File: src/rtl/sc_pkg.sv
// Shared definitions for the bit-plane-counter stochastic number generator.
//   sng_state_e : run-control FSM states
//   bitrev      : reverses the low w bits of v (van der Corput ordering)
package sc_pkg;

  typedef enum logic {
    IDLE = 1'b0,
    RUN  = 1'b1
  } sng_state_e;

  // Width is passed as an argument so one function serves any group width.
  // Shifts are used instead of variable bit-selects to keep index widths clean.
  function automatic logic [31:0] bitrev(input logic [31:0] v, input int w);
    logic [31:0] r;
    r = '0;
    for (int i = 0; i < 32; i++) begin
      if (i < w && ((v >> i) & 32'd1) != 32'd0) begin
        r = r | (32'd1 << (w - 1 - i));
      end
    end
    return r;
  endfunction

endpackage

File: src/rtl/et_bpc_sng_if.sv
// Handshake / operand bus of the stochastic number generator.
//   start, len_log2, bxs, corr_mask : run request and its parameters
//   busy, xs, xs_valid, xs_ready    : stochastic bit stream with flow control
//   done, ones_cnt                  : end-of-run pulse and per-channel ones counts
// master = requester / consumer side, slave = generator side.
interface et_bpc_sng_if #(
  parameter int W = 4,
  parameter int N = 2,
  parameter int G = 2
);
  localparam int TW = W * G;
  localparam int LW = $clog2(TW + 1);

  logic                  start;
  logic [LW-1:0]         len_log2;
  logic [N*W-1:0]        bxs;
  logic [N-1:0]          corr_mask;
  logic                  busy;
  logic [N-1:0]          xs;
  logic                  xs_valid;
  logic                  xs_ready;
  logic                  done;
  logic [N*(TW+1)-1:0]   ones_cnt;

  modport master (
    output start, len_log2, bxs, corr_mask, xs_ready,
    input  busy, xs, xs_valid, done, ones_cnt
  );

  modport slave (
    input  start, len_log2, bxs, corr_mask, xs_ready,
    output busy, xs, xs_valid, done, ones_cnt
  );

endinterface

File: src/rtl/et_bpc_counter.sv
// TW-bit transfer counter for the stochastic number generator.
//   clk, rst : clock, synchronous active-high reset
//   clr      : synchronous clear (new run accepted)
//   en       : count one transfer
//   len      : run length exponent L (already clamped to TW)
//   cnt      : current transfer index
//   last     : cnt == 2^L-1, i.e. the current transfer ends the run
module et_bpc_counter #(
  parameter int TW = 8,
  parameter int LW = 4
) (
  input  logic          clk,
  input  logic          rst,
  input  logic          clr,
  input  logic          en,
  input  logic [LW-1:0] len,
  output logic [TW-1:0] cnt,
  output logic          last
);

  always_ff @(posedge clk) begin
    if (rst || clr) begin
      cnt <= '0;
    end else if (en) begin
      cnt <= cnt + TW'(1);
    end
  end

  // Mask of the low L bits; a shift by TW yields zero, so L=TW gives all ones
  // and the counter simply wraps to 0 on the final transfer.
  assign last = (cnt == ~({TW{1'b1}} << len));

endmodule

File: src/rtl/et_bpc_sng.sv
// Early-terminating bit-plane-counter stochastic number generator.
// Latches N W-bit operands on start, then streams N stochastic bits per
// transfer for 2^min(len_log2,TW) transfers. Random values come from a
// TW-bit counter split into G bit-reversed W-bit groups.
//   clk, rst : clock, synchronous active-high reset (aborts a run, no done)
//   bus      : slave side of et_bpc_sng_if (start/params in, xs stream out,
//              done pulse and per-channel ones counts out)
module et_bpc_sng
  import sc_pkg::*;
#(
  parameter int W = 4,
  parameter int N = 2,
  parameter int G = 2
) (
  input  logic          clk,
  input  logic          rst,
  et_bpc_sng_if.slave   bus
);

  localparam int TW = W * G;
  localparam int LW = $clog2(TW + 1);
  localparam int CW = TW + 1;

  sng_state_e         state;
  logic [N*W-1:0]     bx_reg;
  logic [N-1:0]       mask_reg;
  logic [LW-1:0]      len_reg;
  logic               done_reg;
  logic [N*CW-1:0]    ones_reg;

  logic               accept;
  logic               xfer;
  logic [LW-1:0]      len_clamped;
  logic [TW-1:0]      cnt;
  logic               last;
  logic [TW-1:0]      r_all;
  logic [N-1:0]       xs_int;

  assign accept      = (state == IDLE) && bus.start;
  assign xfer        = (state == RUN) && bus.xs_ready;
  assign len_clamped = (bus.len_log2 > LW'(TW)) ? LW'(TW) : bus.len_log2;

  et_bpc_counter #(
    .TW (TW),
    .LW (LW)
  ) u_counter (
    .clk  (clk),
    .rst  (rst),
    .clr  (accept),
    .en   (xfer),
    .len  (len_reg),
    .cnt  (cnt),
    .last (last)
  );

  // One bit-reversed random value per group; group 0 sits on the counter LSBs
  // so it changes every transfer, higher groups change once per 2^(g*W).
  for (genvar gi = 0; gi < G; gi++) begin : g_rand
    assign r_all[gi*W +: W] = W'(bitrev(32'(cnt[gi*W +: W]), W));
  end

  for (genvar gi = 0; gi < N; gi++) begin : g_chan
    localparam int GRP = gi % G;
    logic [W-1:0] r_sel;
    assign r_sel      = mask_reg[gi] ? r_all[0 +: W] : r_all[GRP*W +: W];
    assign xs_int[gi] = (r_sel < bx_reg[gi*W +: W]);
  end

  always_ff @(posedge clk) begin
    if (rst) begin
      state    <= IDLE;
      bx_reg   <= '0;
      mask_reg <= '0;
      len_reg  <= '0;
      done_reg <= 1'b0;
      ones_reg <= '0;
    end else begin
      done_reg <= 1'b0;
      case (state)
        IDLE: begin
          if (bus.start) begin
            bx_reg   <= bus.bxs;
            mask_reg <= bus.corr_mask;
            len_reg  <= len_clamped;
            ones_reg <= '0;
            state    <= RUN;
          end
        end
        RUN: begin
          if (xfer) begin
            for (int j = 0; j < N; j++) begin
              ones_reg[j*CW +: CW] <= ones_reg[j*CW +: CW] + CW'(xs_int[j]);
            end
            if (last) begin
              state    <= IDLE;
              done_reg <= 1'b1;
            end
          end
        end
        default: state <= IDLE;
      endcase
    end
  end

  assign bus.busy     = (state == RUN);
  assign bus.xs_valid = (state == RUN);
  assign bus.xs       = xs_int;
  assign bus.done     = done_reg;
  assign bus.ones_cnt = ones_reg;

endmodule

File: src/flat_wrapper.sv
// flat-port wrapper written by rule: the top's interface ports become plain ports
module et_bpc_sng_flat import sc_pkg::*;
#(
  parameter int W = 4,
  parameter int N = 2,
  parameter int G = 2
)
  (clk, rst, bus_start, bus_len_log2, bus_bxs, bus_corr_mask, bus_xs_ready, bus_busy, bus_xs, bus_xs_valid, bus_done, bus_ones_cnt);
  et_bpc_sng_if #(.W(W), .N(N), .G(G)) bus_i ();
  input  logic clk;
  input  logic rst;
  input wire logic [$bits(bus_i.start)-1:0] bus_start;
  input wire logic [$bits(bus_i.len_log2)-1:0] bus_len_log2;
  input wire logic [$bits(bus_i.bxs)-1:0] bus_bxs;
  input wire logic [$bits(bus_i.corr_mask)-1:0] bus_corr_mask;
  input wire logic [$bits(bus_i.xs_ready)-1:0] bus_xs_ready;
  output wire logic [$bits(bus_i.busy)-1:0] bus_busy;
  output wire logic [$bits(bus_i.xs)-1:0] bus_xs;
  output wire logic [$bits(bus_i.xs_valid)-1:0] bus_xs_valid;
  output wire logic [$bits(bus_i.done)-1:0] bus_done;
  output wire logic [$bits(bus_i.ones_cnt)-1:0] bus_ones_cnt;
  assign bus_i.start = bus_start;
  assign bus_i.len_log2 = bus_len_log2;
  assign bus_i.bxs = bus_bxs;
  assign bus_i.corr_mask = bus_corr_mask;
  assign bus_i.xs_ready = bus_xs_ready;
  assign bus_busy = bus_i.busy;
  assign bus_xs = bus_i.xs;
  assign bus_xs_valid = bus_i.xs_valid;
  assign bus_done = bus_i.done;
  assign bus_ones_cnt = bus_i.ones_cnt;
  et_bpc_sng #(.W(W), .N(N), .G(G)) u_core (.clk(clk), .rst(rst), .bus(bus_i));
endmodule
File: config.mk
export PLATFORM = sky130hd
export DESIGN_NAME = et_bpc_sng_flat
export DESIGN_NICKNAME = d
export VERILOG_FILES = /design/src/rtl/sc_pkg.sv /design/src/rtl/et_bpc_sng_if.sv /design/src/rtl/et_bpc_counter.sv /design/src/rtl/et_bpc_sng.sv /design/src/flat_wrapper.sv
export SDC_FILE = /design/constraint.sdc
export NUM_CORES = 1
export LEC_CHECK = 0
export BUFFER_PORTS_ARGS = -buffer_cell sky130_fd_sc_hd__buf_4
export CAP_MARGIN = 20
export CELL_PAD_IN_SITES_DETAIL_PLACEMENT = 1
export CELL_PAD_IN_SITES_GLOBAL_PLACEMENT = 1
export CORE_UTILIZATION = 38
export CTS_BUF_LIST = sky130_fd_sc_hd__clkbuf_2 sky130_fd_sc_hd__clkbuf_4 sky130_fd_sc_hd__clkbuf_8
export DETAILED_ROUTE_END_ITERATION = 8
export PLACE_DENSITY_LB_ADDON = 0.1
export SETUP_SLACK_MARGIN = 0.02
export SLEW_MARGIN = 10
export SYNTH_ARGS = -nofsm -noshare
export SYNTH_HDL_FRONTEND = slang
export SYNTH_SLANG_ARGS = --single-unit
File: constraint.sdc
create_clock -name clk -period 2.7 [get_ports clk]
set_clock_uncertainty 0.2 [all_clocks]
set_input_delay 0.27 -clock clk [delete_from_list [all_inputs] [get_ports clk]]
set_output_delay 0.27 -clock clk [all_outputs]
set_load 0.01 [all_outputs]
After elaboration in Yosys (flattened, before gate mapping)

Index checks and enable logic that the tools add are counted.

Bits in registers: 42
Input bits: 18
Output and inout port bits: 23

$add $sub $neg: 3
$lt $le $gt $ge: 3
Equality and inequality tests: 3
Shift-type cells: 1
Mux-type cells: 18
Bitwise gates (word level): 3
Reductions and logical operators: 6

Operators with widths:

| cell                                                              | count |
|---|---|
| 18-bit two-way mux                                                | 2 |
| 18-bit one-hot mux with 2 select lines                            | 1 |
| 9-bit by 1-bit adder with 9-bit output                            | 2 |
| 4-bit two-way mux                                                 | 4 |
| 8-bit by 1-bit adder with 8-bit output, second input constant     | 1 |
| 8-bit == test                                                     | 1 |
| 4-bit < comparator                                                | 2 |
| 8-bit NOT                                                         | 1 |
| 8-bit by 4-bit << shifter with 8-bit output, first input constant | 1 |
| 1-bit two-way mux                                                 | 6 |
| 3-bit two-way mux                                                 | 2 |
| 4-bit greater-than comparator, second input constant              | 1 |
| 2-bit two-way mux                                                 | 2 |
| 2-bit != test, second input constant                              | 2 |
| 2-bit AND reduction                                               | 2 |
| 3-bit OR reduction                                                | 1 |
| 1-bit logical AND                                                 | 2 |
| 1-bit NOT                                                         | 2 |
| 1-bit one-hot mux with 2 select lines                             | 1 |
| 1-bit logical OR                                                  | 1 |

Logic depth before layout (Yosys ltp)

Gate-level depths: netlist of the first run.

Depth in word-level cells: 9
Gate-level depth with buffers: 11

Cells and area by module

Synthesis of the first run repeated with hierarchy kept, for this count alone.

Cell total of the unflattened synthesis: 254
Area total of the unflattened synthesis: 2102.0 um^2

By module, submodules not included:

| module         | times used | cells each | area each (um^2) |
|---|---|---|---|
| et_bpc_sng     | 1          | 186        | 1569.0 |
| et_bpc_counter | 1          | 68         | 533.0 |

Worst setup path before layout of the first run

OpenSTA, ideal clock, no wires.

Kind: flip-flop to flip-flop
Start point: register u_core.mask_reg[1]
End point: register u_core.ones_reg[16] (netlist: u_core.bus.ones_cnt[16])
Setup time: 0.063 ns
Arrival time: 2.551 ns
Path slack: -0.114 ns
Cell stages (with the launch flop): 11
Path buffers: 0
Cell sequence: dfxtp_1 mux2_2 ha_1 a21boi_0 o21ai_0 o2bb2ai_1 ha_1 nand3_1 or4_4 mux2_4 nor2_2

Word-level cells in the longest chain between the ends: 5

Ends and longest elaborated chain:

| element                                | line               | source |
|---|---|---|
| start: declaration                     | et_bpc_sng.sv:26   | `logic [N-1:0] mask_reg;` |
| start signal: assignment               | et_bpc_sng.sv:83   | `mask_reg <= bus.corr_mask;` |
| 4-bit two-way mux                      | et_bpc_sng.sv:65   | `assign r_sel = mask_reg[gi] ? r_all[0 +: W] : r_all[GRP*W +: W];` |
| 4-bit < comparator                     | et_bpc_sng.sv:66   | `assign xs_int[gi] = (r_sel < bx_reg[gi*W +: W]);` |
| net bus_xs[1]                          | flat_wrapper.sv:18 | `output wire logic [$bits(bus_i.xs)-1:0] bus_xs;` |
| 9-bit by 1-bit adder with 9-bit output | et_bpc_sng.sv:92   | `ones_reg[j*CW +: CW] <= ones_reg[j*CW +: CW] + CW'(xs_int[j]);` |
| 18-bit two-way mux                     | et_bpc_sng.sv:90   | `if (xfer) begin` |
| 18-bit one-hot mux with 2 select lines | et_bpc_sng.sv:79   | `case (state)` |
| end signal: indexed assignment         | et_bpc_sng.sv:92   |  |
| end: declaration                       | et_bpc_sng.sv:29   | `logic [N*CW-1:0] ones_reg;` |

The timed path passes the listed nets, and every way through them passes these cells. The select of a mux whose other input is x is not followed.
A chain may end at the register's enable or synchronous reset.

Worst setup path in the final report of the first run

Start point: register u_core.mask_reg[1]
End point: register u_core.ones_reg[16] (netlist: u_core.bus.ones_cnt[16])

Word-level cells in the longest chain between the ends: 5

Ends and longest elaborated chain:

| element                                | line |
|---|---|
| 4-bit two-way mux                      | et_bpc_sng.sv:65 |
| 4-bit < comparator                     | et_bpc_sng.sv:66 |
| 9-bit by 1-bit adder with 9-bit output | et_bpc_sng.sv:92 |
| 18-bit two-way mux                     | et_bpc_sng.sv:90 |
| 18-bit one-hot mux with 2 select lines | et_bpc_sng.sv:79 |

No other way between the ends. The select of a mux whose other input is x is not followed.

==> flow_summary.html, run 1 <==
<table>
<tr><th>Metric</th><th>Value</th></tr>
<tr><th colspan="2">Cells and area</th></tr>
<tr><td>Fill cells</td><td>629</td></tr>
<tr><td>Nets@finish</td><td>326</td></tr>
<tr><td>Storage cell area</td><td>825 sq um</td></tr>
<tr><td>Finished layout cell area</td><td>2710 sq um</td></tr>
<tr><td>Final cell count without fillers</td><td>368</td></tr>
<tr><td>Layout cell share with drive strength beyond 1</td><td>0.275</td></tr>
<tr><td>Commonest non-fill, non-tap cells in the layout</td><td>52 x sky130_fd_sc_hd__buf_4, 40 x sky130_fd_sc_hd__dfxtp_1, 36 x sky130_fd_sc_hd__nand2_1</td></tr>
<tr><td>Layout area overhead</td><td>28.5%</td></tr>
<tr><td>Total area of multi-input combinational cells</td><td>1250 sq um</td></tr>
<tr><td>Largest register FFs</td><td>18</td></tr>
<tr><td>Antenna Cells</td><td>0</td></tr>
<tr><td>Leading cell type in the layout, fill and taps excluded</td><td>sky130_fd_sc_hd__buf_4</td></tr>
<tr><th colspan="2">Setup path</th></tr>
<tr><td>Crit path to</td><td>u_core.bus.ones_cnt[16]$_SDFFE_PP0P_</td></tr>
<tr><td>Critical Setup Path Class</td><td>reg -&gt; reg</td></tr>
<tr><td>Required time of the worst setup path</td><td>2.73 ns</td></tr>
<tr><td>Worst Setup SP</td><td>u_core.mask_reg[1]$_SDFFE_PP0P_</td></tr>
<tr><td>Setup slack, reg-to-reg</td><td>0.04 ns</td></tr>
<tr><td>Worst reg2reg endpoint</td><td>u_core.bus.ones_cnt[16]$_SDFFE_PP0P_</td></tr>
<tr><td>Largest fanout on the critical path</td><td>2</td></tr>
<tr><td>Start of the worst register-to-register path</td><td>u_core.mask_reg[1]$_SDFFE_PP0P_</td></tr>
<tr><td>Critical Path AT</td><td>2.70 ns</td></tr>
<tr><td>Kind of end point of the critical path</td><td>register</td></tr>
<tr><td>Cell count of the worst reg-to-reg path</td><td>10</td></tr>
<tr><td>Startpoint types</td><td>register</td></tr>
<tr><th colspan="2">Yosys</th></tr>
<tr><td>Primary FF master, synth</td><td>sky130_fd_sc_hd__dfxtp_1</td></tr>
<tr><td>Post-synth EDFFs</td><td>0</td></tr>
<tr><td>Number of synthesis warnings</td><td>0</td></tr>
<tr><td>Library cells used by synthesis</td><td>54</td></tr>
<tr><td>Cell count after synthesis</td><td>253</td></tr>
<tr><td>Post-Synthesis Cell Area</td><td>2110 sq um</td></tr>
<tr><td>Post-synthesis area per instance</td><td>8.33 sq um</td></tr>
<tr><td>Post-synthesis sequential element count</td><td>41</td></tr>
<tr><td>Syn Nets</td><td>282</td></tr>
<tr><td>Proportion of register bits with asynchronous set or reset after synthesis</td><td>0</td></tr>
<tr><td>Sequential fraction of the synthesis area</td><td>0.389</td></tr>
<tr><th colspan="2">Timing</th></tr>
<tr><td>RSZ-0062 raised after global routing</td><td>yes</td></tr>
<tr><td>Hold Fails Final Rpt</td><td>0</td></tr>
<tr><td>TNS Setup</td><td>0 ns</td></tr>
<tr><td>Number of max-slew violations in the final report</td><td>0</td></tr>
<tr><td>Max_slew headroom</td><td>0.473</td></tr>
<tr><td>Number of setup violations in the final report</td><td>0</td></tr>
<tr><td>Worst slew pin tran</td><td>0.768 ns</td></tr>
<tr><td>Highest Clock Rate</td><td>0.375 GHz</td></tr>
<tr><td>Crit share post-route</td><td>0.987</td></tr>
<tr><td>Minimum clock period after layout</td><td>2.66 ns</td></tr>
<tr><td>Post-route worst hold slack</td><td>0.0193 ns</td></tr>
<tr><th colspan="2">Routing</th></tr>
<tr><td>Routed wire length per instance</td><td>14.5 microns</td></tr>
<tr><td>Post-detailed-routing wire length</td><td>5350 microns</td></tr>
<tr><td>Number of design rule violations left after detail routing</td><td>0</td></tr>
<tr><td>Residual antenna-violating net count after detailed routing</td><td>0</td></tr>
<tr><td>Vias post-DR</td><td>1910</td></tr>
<tr><td>TritonRoute pass-1 iters</td><td>4</td></tr>
<tr><td>Starting DRT DRC Count</td><td>45</td></tr>
<tr><td>Average via count per standard cell</td><td>5.19</td></tr>
<tr><th colspan="2">Power</th></tr>
<tr><td>Combinational share of power</td><td>0.128</td></tr>
<tr><td>Power density of the placed cells</td><td>492 nW/um^2</td></tr>
<tr><td>Internal power consumption</td><td>1010 uW</td></tr>
<tr><td>Highest ir drop seen on vdd</td><td>0.232 mV</td></tr>
<tr><td>Pwr Total</td><td>1330 uW</td></tr>
<tr><td>Share of total power consumed by net switching</td><td>0.241</td></tr>
<tr><td>Standby leakage power</td><td>0.00106 uW</td></tr>
<tr><td>Share of total power in sequential cells</td><td>0.477</td></tr>
<tr><td>NetSw</td><td>321 uW</td></tr>
<tr><td>Clock network fraction of design power</td><td>0.395</td></tr>
<tr><th colspan="2">Placement</th></tr>
<tr><td>Placed wire-length estimate</td><td>3710 microns</td></tr>
<tr><td>Routability Congestion</td><td>0.767</td></tr>
<tr><td>Post-detailed-placement cell area</td><td>2520 sq um</td></tr>
<tr><td>Cell Count Post-Placement</td><td>358</td></tr>
<tr><td>IO buf count</td><td>39</td></tr>
<tr><th colspan="2">Clocking</th></tr>
<tr><td>TritonCTS clock tree</td><td>done</td></tr>
<tr><td>Clock latency on the worst-skew pair</td><td>0.29 ns</td></tr>
<tr><td>Maximum count of clock buffers along a single path</td><td>2</td></tr>
<tr><td>Clock-pin slew on the worst setup and hold paths</td><td>0.08 ns</td></tr>
<tr><td>Number of buffers added by the clock tree synthesis step</td><td>5</td></tr>
<tr><td>Number of levels in the clock H-tree</td><td>2</td></tr>
<tr><td>Number of hold buffers added after CTS</td><td>0</td></tr>
<tr><td>Clock root buffer</td><td>sky130_fd_sc_hd__clkbuf_8</td></tr>
<tr><td>Number of clock sinks</td><td>41</td></tr>
<tr><th colspan="2">Job</th></tr>
<tr><td>Max-cap check violation count</td><td>0</td></tr>
<tr><th colspan="2">Global route</th></tr>
<tr><td>Number of global-route vias before repair</td><td>1858</td></tr>
<tr><td>Pin count of the biggest net entering global routing</td><td>32</td></tr>
<tr><td>Global-route usage over all layers</td><td>0.191</td></tr>
<tr><td>Antenna violations before repair</td><td>0</td></tr>
<tr><td>Congestion Overflow GR</td><td>0</td></tr>
<tr><td>First-pass GRT wire length</td><td>8900 microns</td></tr>
<tr><th colspan="2">Floorplan</th></tr>
<tr><td>Row count</td><td>26</td></tr>
<tr><td>Boundary Pins</td><td>41</td></tr>
<tr><td>Placeable Area</td><td>5240 sq um</td></tr>
<tr><td>Die outline height</td><td>76.5 microns</td></tr>
<tr><td>Die width</td><td>76.5 microns</td></tr>
<tr><td>Total Die Area</td><td>5850 sq um</td></tr>
<tr><td>Initial core utilization</td><td>0.403</td></tr>
<tr><th colspan="2">Worst hold path</th></tr>
<tr><td>HP Class</td><td>in -&gt; reg</td></tr>
<tr><th colspan="2">Status</th></tr>
<tr><td>Result of the run</td><td>finished, final reports clean</td></tr>
</table>
## power by group through the flow
stage	sequential, uW	clock, uW	combinational, uW
after global placement	649	0	157
after CTS	635	545	167
after floorplan	645	0	97.1
after detailed placement	649	0	161
after global routing	638	572	190
final	635	527	171
## area by class of cell
cell class              count  share of cell area
clock buffers               7              0.0332
clock inverters             1              0.0111
inverters                  10              0.0139
multi-input cells         187               0.461
flip-flops and latches     41               0.304
well taps                  70              0.0323
repair buffers             52               0.144
## cell usage after synthesis, types with 2 or more instances
library cell               instances  area [sq um]
sky130_fd_sc_hd__a22oi_1           4          30.0
sky130_fd_sc_hd__a21oi_1          22           110
sky130_fd_sc_hd__inv_1             9          33.8
sky130_fd_sc_hd__or2_1             2          12.5
sky130_fd_sc_hd__nand2b_1          3          18.8
sky130_fd_sc_hd__a211oi_1          2          15.0
sky130_fd_sc_hd__a31o_2            2          17.5
sky130_fd_sc_hd__nand4_1           6          37.5
sky130_fd_sc_hd__nor2_1           24          90.1
sky130_fd_sc_hd__buf_1             2          7.51
sky130_fd_sc_hd__mux2_2            3          33.8
sky130_fd_sc_hd__o211ai_1          3          22.5
sky130_fd_sc_hd__xnor2_1           5          43.8
sky130_fd_sc_hd__xor2_1            7          61.3
sky130_fd_sc_hd__mux2_1            2          22.5
sky130_fd_sc_hd__nor3_1            2          10.0
sky130_fd_sc_hd__mux2i_1           2          20.0
sky130_fd_sc_hd__ha_1             11           138
sky130_fd_sc_hd__nand3_1           5          25.0
sky130_fd_sc_hd__nand2_1          37           139
sky130_fd_sc_hd__nor4_1            2          12.5
sky130_fd_sc_hd__a31oi_1           3          18.8
sky130_fd_sc_hd__o21ai_0           5          25.0
sky130_fd_sc_hd__dfxtp_1          41           821
sky130_fd_sc_hd__or3_1             3          18.8
sky130_fd_sc_hd__nand3b_1          4          30.0
sky130_fd_sc_hd__clkbuf_1          7          26.3
sky130_fd_sc_hd__buf_2             5          25.0
sky130_fd_sc_hd__and3_1            3          18.8
sky130_fd_sc_hd__a21o_1            3          22.5
## cells by family after synthesis
| kind of cell | Yosys count | synth area share |
|---|---|---|
| and+or+nand+nor | 103 | 0.244 |
| AOI/OAI and AO/OA | 53 | 0.159 |
| DFF | 41 | 0.389 |
| buffers and inverters | 25 | 0.0493 |
| xor gates and xnor gates | 12 | 0.0499 |
| adders and majority gates | 11 | 0.0653 |
| muxes | 8 | 0.0433 |
## critical path, cell delays in order, from the launching register on
cell and delay (ns):
sky130_fd_sc_hd__dfxtp_4 0.35, sky130_fd_sc_hd__mux2_4 0.31, sky130_fd_sc_hd__ha_4 0.23, sky130_fd_sc_hd__a21boi_2 0.15, sky130_fd_sc_hd__o21ai_2 0.13, sky130_fd_sc_hd__o2bb2ai_2 0.15, sky130_fd_sc_hd__ha_2 0.22, sky130_fd_sc_hd__nand3_2 0.08
sky130_fd_sc_hd__or4_4 0.42, sky130_fd_sc_hd__mux2_4 0.31, sky130_fd_sc_hd__nor2_2 0.07
## how the worst min path moves through the flow
stage,start,endpoint,depth (start not counted)
3_5_place_dp,u_core.bx_reg[5]$_SDFFE_PP0P_,u_core.bx_reg[5]$_SDFFE_PP0P_,2
6_report,bus_corr_mask[1],u_core.mask_reg[1]$_SDFFE_PP0P_,3
5_1_grt,bus_corr_mask[1],u_core.mask_reg[1]$_SDFFE_PP0P_,3
4_1_cts,bus_corr_mask[1],u_core.mask_reg[1]$_SDFFE_PP0P_,3
2_1_floorplan,bus_corr_mask[1],u_core.mask_reg[1]$_SDFFE_PP0P_,2
3_3_place_gp,u_core.bx_reg[1]$_SDFFE_PP0P_,u_core.bx_reg[1]$_SDFFE_PP0P_,2
## stage by stage
step | worst slack, ns | util
after global placement | 0.00136 | 0.481
after floorplan | 0.0190 | -
after CTS | 0.0202 | 0.511
after detailed placement | -0.0353 | 0.481
final | 0.0358 | 0.517
after global routing | -0.0739 | 0.517
## what timing repair did
action | 4_1_cts | 5_1_grt
gates resized for setup | 8 | 4
gates cloned | 0 | 0
setup endpoints to repair | 3 | 5
pin swaps | 3 | 2
buffers inserted | 0 | 1
## per-layer routing
metal | track usage | part of all wire
met1 | 0.249 | 0.49
met2 | 0.324 | 0.47
met3 | 0.0371 | 0.028
met4 | 0.0462 | 0.0067
met5 | 0 | 0
(Power assumes the default switching activity.)
==> run 2, diff against run 1 <==
- PLACE_DENSITY: not set -> 0.81
- PLACE_DENSITY_LB_ADDON: 0.1 -> not set
==> flow_summary.html, run 2 (same netlist as run 1, synthesis figures left out) <==
<table>
<tr><th>Metric</th><th>Value</th></tr>
<tr><th colspan="2">Routing</th></tr>
<tr><td>TritonRoute pass-1 iters</td><td>4 (unchanged)</td></tr>
<tr><td>Post-detailed-routing wire length</td><td>5580 microns (+4.2%)</td></tr>
<tr><td>Starting DRT DRC Count</td><td>79 (+76%)</td></tr>
<tr><td>Routed wire length per instance</td><td>15.2 microns (+4.8%)</td></tr>
<tr><td>Number of design rule violations left after detail routing</td><td>0 (unchanged)</td></tr>
<tr><td>Average via count per standard cell</td><td>5.27 (+1.4%)</td></tr>
<tr><td>Residual antenna-violating net count after detailed routing</td><td>0 (unchanged)</td></tr>
<tr><td>Vias post-DR</td><td>1927 (+0.89%)</td></tr>
<tr><th colspan="2">Power</th></tr>
<tr><td>Power density of the placed cells</td><td>497 nW/um^2 (+0.98%)</td></tr>
<tr><td>Highest ir drop seen on vdd</td><td>0.279 mV (+20%)</td></tr>
<tr><td>Pwr Total</td><td>1330 uW (-0.47%)</td></tr>
<tr><td>Standby leakage power</td><td>0.00104 uW (-1.9%)</td></tr>
<tr><th colspan="2">Cells and area</th></tr>
<tr><td>Core occupancy in the finished layout</td><td>0.510 (-0.00741)</td></tr>
<tr><td>Nets@finish</td><td>324 (-0.61%)</td></tr>
<tr><td>Finished layout cell area</td><td>2670 sq um (-1.4%)</td></tr>
<tr><td>Final cell count without fillers</td><td>366 (-0.54%)</td></tr>
<tr><td>Total area of multi-input combinational cells</td><td>1230 sq um (-1.9%)</td></tr>
<tr><td>Storage cell area</td><td>825 sq um (unchanged)</td></tr>
<tr><td>Leading cell type in the layout, fill and taps excluded</td><td>sky130_fd_sc_hd__buf_4</td></tr>
<tr><td>Commonest non-fill, non-tap cells in the layout</td><td>50 x sky130_fd_sc_hd__buf_4, 40 x sky130_fd_sc_hd__dfxtp_1, 37 x sky130_fd_sc_hd__nand2_1</td></tr>
<tr><td>Layout area overhead</td><td>26.7%</td></tr>
<tr><td>Largest register FFs</td><td>18 (unchanged)</td></tr>
<tr><td>Antenna Cells</td><td>0 (unchanged)</td></tr>
<tr><td>Fill cells</td><td>629 (unchanged)</td></tr>
<tr><td>Layout cell share with drive strength beyond 1</td><td>0.253 (-0.0218)</td></tr>
<tr><th colspan="2">Placement</th></tr>
<tr><td>Placed wire-length estimate</td><td>3950 microns (+6.6%)</td></tr>
<tr><td>IO buf count</td><td>39 (unchanged)</td></tr>
<tr><td>Worst slack, placed</td><td>-0.000835 ns (+0.0345 ns)</td></tr>
<tr><td>Post-detailed-placement cell area</td><td>2520 sq um (unchanged)</td></tr>
<tr><td>Cell Count Post-Placement</td><td>358 (unchanged)</td></tr>
<tr><td>Routability Congestion</td><td>0.797 (+3.9%)</td></tr>
<tr><th colspan="2">Global route</th></tr>
<tr><td>Pin count of the biggest net entering global routing</td><td>32 (unchanged)</td></tr>
<tr><td>Global-route usage over all layers</td><td>0.200 (+0.00881)</td></tr>
<tr><td>Number of global-route vias before repair</td><td>1906 (+2.6%)</td></tr>
<tr><td>Congestion Overflow GR</td><td>0 (unchanged)</td></tr>
<tr><td>Antenna violations before repair</td><td>0 (unchanged)</td></tr>
<tr><td>First-pass GRT wire length</td><td>9280 microns (+4.3%)</td></tr>
<tr><th colspan="2">Clocking</th></tr>
<tr><td>Clock-pin slew on the worst setup and hold paths</td><td>0.08 ns (about the same)</td></tr>
<tr><td>Clock latency on the worst-skew pair</td><td>0.30 ns (about the same)</td></tr>
<tr><td>Number of buffers added by the clock tree synthesis step</td><td>5 (unchanged)</td></tr>
<tr><td>Clock root buffer</td><td>sky130_fd_sc_hd__clkbuf_8</td></tr>
<tr><td>Number of hold buffers added after CTS</td><td>0 (unchanged)</td></tr>
<tr><td>Maximum count of clock buffers along a single path</td><td>2 (unchanged)</td></tr>
<tr><td>TritonCTS clock tree</td><td>done</td></tr>
<tr><td>Number of clock sinks</td><td>41 (unchanged)</td></tr>
<tr><td>Number of levels in the clock H-tree</td><td>2 (unchanged)</td></tr>
<tr><th colspan="2">Floorplan</th></tr>
<tr><td>Boundary Pins</td><td>41 (unchanged)</td></tr>
<tr><td>Total Die Area</td><td>5850 sq um (unchanged)</td></tr>
<tr><td>Die outline height</td><td>76.5 microns (unchanged)</td></tr>
<tr><td>Row count</td><td>26 (unchanged)</td></tr>
<tr><td>Initial core utilization</td><td>0.403 (unchanged)</td></tr>
<tr><td>Placeable Area</td><td>5240 sq um (unchanged)</td></tr>
<tr><td>Die width</td><td>76.5 microns (unchanged)</td></tr>
<tr><th colspan="2">Setup path</th></tr>
<tr><td>Startpoint types</td><td>register</td></tr>
<tr><td>Required time of the worst setup path</td><td>2.74 ns (about the same)</td></tr>
<tr><td>Largest fanout on the critical path</td><td>2 (unchanged)</td></tr>
<tr><td>Critical Path AT</td><td>2.71 ns (about the same)</td></tr>
<tr><td>Kind of end point of the critical path</td><td>register</td></tr>
<tr><td>Critical Setup Path Class</td><td>reg -&gt; reg</td></tr>
<tr><th colspan="2">Job</th></tr>
<tr><td>Max-cap check violation count</td><td>0 (unchanged)</td></tr>
<tr><th colspan="2">Timing</th></tr>
<tr><td>Worst slew pin tran</td><td>0.698 ns (-0.0701 ns)</td></tr>
<tr><td>Minimum clock period after layout</td><td>2.67 ns (+0.00580 ns)</td></tr>
<tr><td>Hold Fails Final Rpt</td><td>0 (unchanged)</td></tr>
<tr><td>Number of max-slew violations in the final report</td><td>0 (unchanged)</td></tr>
<tr><td>Number of setup violations in the final report</td><td>0 (unchanged)</td></tr>
<tr><td>RSZ-0062 raised after global routing</td><td>yes</td></tr>
<tr><td>Highest Clock Rate</td><td>0.375 GHz (-0.22%)</td></tr>
<tr><td>Setup slack after layout</td><td>0.0300 ns (-0.00580 ns)</td></tr>
<tr><td>Max_slew headroom</td><td>0.521 (+0.0481)</td></tr>
<tr><td>Crit share post-route</td><td>0.989 (+0.00215)</td></tr>
<tr><th colspan="2">Worst hold path</th></tr>
<tr><td>HP Class</td><td>in -&gt; reg</td></tr>
<tr><th colspan="2">Status</th></tr>
<tr><td>Result of the run</td><td>finished, final reports clean</td></tr>
</table>
run 2: changes by cell type in the layout (fill, tap and decap cells not counted), sizes merged:
cell,before,now
buf,52,50
clkbuf,7,6
clkinvlp,0,1
run 2: worst max-delay path: stages (launching register included):
cell,delay (ns)
sky130_fd_sc_hd__dfxtp_4,0.36
sky130_fd_sc_hd__mux2_4,0.31
sky130_fd_sc_hd__ha_4,0.23
sky130_fd_sc_hd__a21boi_1,0.12
sky130_fd_sc_hd__o21ai_1,0.14
sky130_fd_sc_hd__o2bb2ai_2,0.15
sky130_fd_sc_hd__ha_2,0.22
sky130_fd_sc_hd__nand3_2,0.08
sky130_fd_sc_hd__or4_4,0.42
sky130_fd_sc_hd__mux2_4,0.31
sky130_fd_sc_hd__nor2_2,0.07
run 2: final cells by class:
class / instances / share of cell area
flip-flops and latches: 41 / 0.309
well taps: 70 / 0.0328
multi-input cells: 187 / 0.459
inverters: 10 / 0.0141
clock inverters: 2 / 0.0141
repair buffers: 50 / 0.141
clock buffers: 6 / 0.0309
run 2: routing by layer:
layer  wire length [microns]  share of wire  global-route usage
met1                    2600           0.47               0.252
met2                    2770           0.50               0.338
met3                     126          0.023              0.0371
met4                      77          0.014              0.0750
met5                       0              0                   0
run 2: stage by stage:
stage,setup TNS (ns),hold slack (ns)
6_report,0,0.00843
5_1_grt,-0.136,0.0198
4_1_cts,0,0.00614
3_5_place_dp,-0.000835,0.251
3_3_place_gp,0,0.245
2_1_floorplan,0,0.196
run 2: path summary, 6_finish.rpt:
kind / start / endpoint / depth (start not counted) / slack, ns
min: bus_bxs[6] / u_core.bx_reg[6]$_SDFFE_PP0P_ / 3 / 0.008
max: u_core.mask_reg[1]$_SDFFE_PP0P_ / u_core.bus.ones_cnt[16]$_SDFFE_PP0P_ / 10 / 0.03
max reg2reg: u_core.mask_reg[1]$_SDFFE_PP0P_ / u_core.bus.ones_cnt[16]$_SDFFE_PP0P_ / 10 / 0.03
min reg2reg: u_core.bx_reg[7]$_SDFFE_PP0P_ / u_core.bx_reg[7]$_SDFFE_PP0P_ / 2 / 0.26
run 2: power by group:
part,total (uW),switching (uW),internal [uW]
combinational,163,88.5,74.8
sequential,635,16.4,619
clock,528,227,301
total,1330,332,994
run 2: timing repair:
| action | CTS | global route |
|---|---|---|
| setup buffers | 0 | 0 |
| gates resized for setup | 4 | 2 |
| hold endpoints to repair | 0 | 0 |
| setup endpoints to repair | 2 | 6 |
| pin swaps | 2 | 2 |
==> run 3, diff against run 2 <==
--- a/config.mk
+++ b/config.mk
@@ -13,4 +13,5 @@
 export CTS_BUF_LIST = sky130_fd_sc_hd__clkbuf_2 sky130_fd_sc_hd__clkbuf_4 sky130_fd_sc_hd__clkbuf_8
 export DETAILED_ROUTE_END_ITERATION = 8
+export GPL_ROUTABILITY_DRIVEN = 0
 export PLACE_DENSITY = 0.81
 export SETUP_SLACK_MARGIN = 0.02
==> constraint.sdc (replaced) <==
create_clock -name clk -period 2.7 [get_ports clk]
set_clock_uncertainty 0.2 [all_clocks]
set_input_delay 0.27 -clock clk [delete_from_list [all_inputs] [get_ports clk]]
set_output_delay 0.27 -clock clk [all_outputs]
set_load 0.005 [all_outputs]
==> flow_summary.html, run 3 (same netlist as run 1, synthesis figures left out) <==
<table>
<tr><th>Metric</th><th>Value</th></tr>
<tr><th colspan="2">Routing</th></tr>
<tr><td>Residual antenna-violating net count after detailed routing</td><td>0 (unchanged)</td></tr>
<tr><td>Routed wire length per instance</td><td>15.6 microns (+2.6%)</td></tr>
<tr><td>Vias post-DR</td><td>1946 (+0.99%)</td></tr>
<tr><td>Starting DRT DRC Count</td><td>72 (-8.9%)</td></tr>
<tr><td>Number of design rule violations left after detail routing</td><td>0 (unchanged)</td></tr>
<tr><td>Average via count per standard cell</td><td>5.33 (+1.3%)</td></tr>
<tr><td>TritonRoute pass-1 iters</td><td>4 (unchanged)</td></tr>
<tr><td>Post-detailed-routing wire length</td><td>5710 microns (+2.4%)</td></tr>
<tr><th colspan="2">Timing</th></tr>
<tr><td>Crit share post-route</td><td>0.995 (+0.00644)</td></tr>
<tr><td>Post-route worst hold slack</td><td>0.0156 ns (+0.00720 ns)</td></tr>
<tr><td>Max_slew headroom</td><td>0.553 (+0.0318)</td></tr>
<tr><td>Minimum clock period after layout</td><td>2.69 ns (+0.0174 ns)</td></tr>
<tr><td>TNS Setup</td><td>0 ns (unchanged)</td></tr>
<tr><td>Number of max-slew violations in the final report</td><td>0 (unchanged)</td></tr>
<tr><td>Hold Fails Final Rpt</td><td>0 (unchanged)</td></tr>
<tr><td>RSZ-0062 raised after global routing</td><td>yes</td></tr>
<tr><td>Highest Clock Rate</td><td>0.372 GHz (-0.65%)</td></tr>
<tr><td>Worst slew pin tran</td><td>0.652 ns (-0.0464 ns)</td></tr>
<tr><td>Number of setup violations in the final report</td><td>0 (unchanged)</td></tr>
<tr><th colspan="2">Power</th></tr>
<tr><td>Pwr Total</td><td>1210 uW (-8.8%)</td></tr>
<tr><td>Power density of the placed cells</td><td>453 nW/um^2 (-8.9%)</td></tr>
<tr><td>Highest ir drop seen on vdd</td><td>0.241 mV (-14%)</td></tr>
<tr><td>Standby leakage power</td><td>0.00103 uW (-0.46%)</td></tr>
<tr><th colspan="2">Setup path</th></tr>
<tr><td>Critical Setup Path Class</td><td>reg -&gt; reg</td></tr>
<tr><td>Buffer and inverter count on the worst path</td><td>0 (unchanged)</td></tr>
<tr><td>Critical Path AT</td><td>2.74 ns (+0.03 ns)</td></tr>
<tr><td>Slowest library cell on the worst path</td><td>sky130_fd_sc_hd__or4_4</td></tr>
<tr><td>Start of the worst register-to-register path</td><td>u_core.mask_reg[1]$_SDFFE_PP0P_</td></tr>
<tr><td>Startpoint types</td><td>register</td></tr>
<tr><td>Crit path cell chain</td><td>mux2_4 &gt; ha_4 &gt; a21boi_4 &gt; o21ai_2 &gt; o2bb2ai_2 &gt; ha_2 &gt; nand3_2 &gt; or4_4 &gt; mux2_4 &gt; nor2_2</td></tr>
<tr><td>Kind of cell with the highest combined delay on the critical path</td><td>multiplexers</td></tr>
<tr><td>Largest fanout on the critical path</td><td>2 (unchanged)</td></tr>
<tr><td>Cell count of the worst reg-to-reg path</td><td>10 (unchanged)</td></tr>
<tr><td>Kind of end point of the critical path</td><td>register</td></tr>
<tr><td>Worst reg2reg endpoint</td><td>u_core.bus.ones_cnt[16]$_SDFFE_PP0P_</td></tr>
<tr><td>Library cell appearing most often on the critical path</td><td>sky130_fd_sc_hd__mux2_4</td></tr>
<tr><td>Required time of the worst setup path</td><td>2.75 ns (about the same)</td></tr>
<tr><td>CP peak stage delay</td><td>0.43 ns (about the same)</td></tr>
<tr><td>Setup slack, reg-to-reg</td><td>0.01 ns (-0.02 ns)</td></tr>
<tr><th colspan="2">Cells and area</th></tr>
<tr><td>Core occupancy in the finished layout</td><td>0.511 (about the same)</td></tr>
<tr><td>Nets@finish</td><td>323 (-0.31%)</td></tr>
<tr><td>Antenna Cells</td><td>0 (unchanged)</td></tr>
<tr><td>Commonest non-fill, non-tap cells in the layout</td><td>49 x sky130_fd_sc_hd__buf_4, 40 x sky130_fd_sc_hd__dfxtp_1, 37 x sky130_fd_sc_hd__nand2_1</td></tr>
<tr><td>Layout area overhead</td><td>26.8% (about the same)</td></tr>
<tr><td>Final cell count without fillers</td><td>365 (-0.27%)</td></tr>
<tr><td>Layout cell share with drive strength beyond 1</td><td>0.268 (+0.0144)</td></tr>
<tr><td>Largest register FFs</td><td>18 (unchanged)</td></tr>
<tr><td>Fill cells</td><td>653 (+3.8%)</td></tr>
<tr><td>Leading cell type in the layout, fill and taps excluded</td><td>sky130_fd_sc_hd__buf_4</td></tr>
<tr><th colspan="2">Floorplan</th></tr>
<tr><td>Die outline height</td><td>76.5 microns (unchanged)</td></tr>
<tr><td>Total Die Area</td><td>5850 sq um (unchanged)</td></tr>
<tr><td>Initial core utilization</td><td>0.403 (unchanged)</td></tr>
<tr><td>Boundary Pins</td><td>41 (unchanged)</td></tr>
<tr><td>Placeable Area</td><td>5240 sq um (unchanged)</td></tr>
<tr><td>Row count</td><td>26 (unchanged)</td></tr>
<tr><td>Die width</td><td>76.5 microns (unchanged)</td></tr>
<tr><th colspan="2">Placement</th></tr>
<tr><td>Placed wire-length estimate</td><td>3980 microns (+0.67%)</td></tr>
<tr><td>Cell Count Post-Placement</td><td>357 (-0.28%)</td></tr>
<tr><td>IO buf count</td><td>39 (unchanged)</td></tr>
<tr><th colspan="2">Status</th></tr>
<tr><td>Result of the run</td><td>finished, final reports clean</td></tr>
<tr><th colspan="2">Clocking</th></tr>
<tr><td>Maximum count of clock buffers along a single path</td><td>2 (unchanged)</td></tr>
<tr><td>TritonCTS clock tree</td><td>done</td></tr>
<tr><td>Number of levels in the clock H-tree</td><td>2 (unchanged)</td></tr>
<tr><td>Total setup buffers inserted after CTS</td><td>0 (unchanged)</td></tr>
<tr><td>Clock root buffer</td><td>sky130_fd_sc_hd__clkbuf_8</td></tr>
<tr><td>Number of clock sinks</td><td>41 (unchanged)</td></tr>
<tr><td>Number of buffers added by the clock tree synthesis step</td><td>5 (unchanged)</td></tr>
<tr><td>Number of hold buffers added after CTS</td><td>0 (unchanged)</td></tr>
<tr><td>Clock-pin slew on the worst setup and hold paths</td><td>0.08 ns (about the same)</td></tr>
<tr><td>Clock latency on the worst-skew pair</td><td>0.30 ns (about the same)</td></tr>
<tr><th colspan="2">Worst hold path</th></tr>
<tr><td>HP Class</td><td>in -&gt; reg</td></tr>
<tr><td>Worst Hold Path Cells</td><td>3 (unchanged)</td></tr>
<tr><td>Startpoint of the most critical hold path</td><td>bus_bxs[2]</td></tr>
<tr><td>End point of the worst hold path</td><td>u_core.bx_reg[2]$_SDFFE_PP0P_</td></tr>
<tr><th colspan="2">Global route</th></tr>
<tr><td>Congestion Overflow GR</td><td>0 (unchanged)</td></tr>
<tr><td>Global-route usage over all layers</td><td>0.200 (-0.000661)</td></tr>
<tr><td>Met2 demand-to-capacity share in global routing</td><td>0.339 (+0.000901)</td></tr>
<tr><td>Pin count of the biggest net entering global routing</td><td>32 (unchanged)</td></tr>
<tr><td>Met1 global-route usage</td><td>0.251 (-0.00110)</td></tr>
<tr><td>Number of global-route vias before repair</td><td>1924 (+0.94%)</td></tr>
<tr><td>GRT Max-Usage Layer</td><td>met2</td></tr>
<tr><td>First-pass GRT wire length</td><td>9240 microns (-0.44%)</td></tr>
<tr><td>Antenna violations before repair</td><td>0 (unchanged)</td></tr>
<tr><td>GR Layer Usage met3</td><td>0.0311 (-0.00599)</td></tr>
<tr><th colspan="2">Job</th></tr>
<tr><td>Max-cap check violation count</td><td>0 (unchanged)</td></tr>
</table>
[run 3: cell types whose count changed in the layout (fill, tap and decap cells not counted), sizes merged]
cell / delta
buf: -1
bufinv: -1
clkinv: +2
clkinvlp: -1
[run 3: final cells by class]
type                       instances  area (sq um)  share of cell area
tap                               70          87.6              0.0328
clock inverter                     2          10.0             0.00374
clock buffer                       6          76.3              0.0285
inverter                          10          37.5              0.0140
multi-input combinational        187          1270               0.476
timing repair buffer              49           368               0.138
sequential                        41           822               0.307
[run 3: how the worst max path moves through the flow]
stage                               startpoint  slack [ns]                                    to  depth (start not counted)
2_1_floorplan  u_core.mask_reg[1]$_SDFFE_PP0P_        0.03  u_core.bus.ones_cnt[16]$_SDFFE_PP0P_                         10
3_3_place_gp   u_core.mask_reg[1]$_SDFFE_PP0P_      -0.009  u_core.bus.ones_cnt[16]$_SDFFE_PP0P_                         10
3_5_place_dp   u_core.mask_reg[1]$_SDFFE_PP0P_       -0.02  u_core.bus.ones_cnt[16]$_SDFFE_PP0P_                         10
4_1_cts        u_core.mask_reg[1]$_SDFFE_PP0P_        0.03  u_core.bus.ones_cnt[16]$_SDFFE_PP0P_                         10
5_1_grt        u_core.mask_reg[1]$_SDFFE_PP0P_       -0.08  u_core.bus.ones_cnt[16]$_SDFFE_PP0P_                         10
6_report       u_core.mask_reg[1]$_SDFFE_PP0P_        0.01  u_core.bus.ones_cnt[16]$_SDFFE_PP0P_                         10
[run 3: where the power goes]
part           switching, uW  internal [uW]  leakage, uW  total [uW]
logic                   86.9           78.4     0.000653         165
clock network            219            189    0.0000484         409
registers               16.4            619     0.000333         636
total                    323            887      0.00103        1210
[run 3: what timing repair did]
item | 4_1_cts | 5_1_grt
endpoints found under the setup margin | 4 | 8
resized for setup | 8 | 7
pin swaps | 0 | 1
endpoints found under the hold margin | 0 | 0
[run 3: worst reg2reg max path, stage by stage (launching register included)]
cell                        delay, ns
sky130_fd_sc_hd__dfxtp_2         0.34
sky130_fd_sc_hd__mux2_4          0.31
sky130_fd_sc_hd__ha_4            0.23
sky130_fd_sc_hd__a21boi_4        0.14
sky130_fd_sc_hd__o21ai_2         0.14
sky130_fd_sc_hd__o2bb2ai_2       0.16
sky130_fd_sc_hd__ha_2            0.24
sky130_fd_sc_hd__nand3_2         0.08
sky130_fd_sc_hd__or4_4           0.43
sky130_fd_sc_hd__mux2_4          0.31
sky130_fd_sc_hd__nor2_2          0.07
[run 3: metrics by stage]
step                worst slack [ns]  cell area, sq um
floorplan                     0.0306              2120
global placement            -0.00877              2510
detailed placement           -0.0245              2510
CTS                           0.0264              2640
global route                 -0.0836              2670
finish                        0.0126              2670
[run 3: layer usage]
metal / vias to the layer above / wire (microns)
li1: 967 / -
met3: 6 / 176
met2: 39 / 2860
met1: 934 / 2600
met5: - / 0
met4: 0 / 78
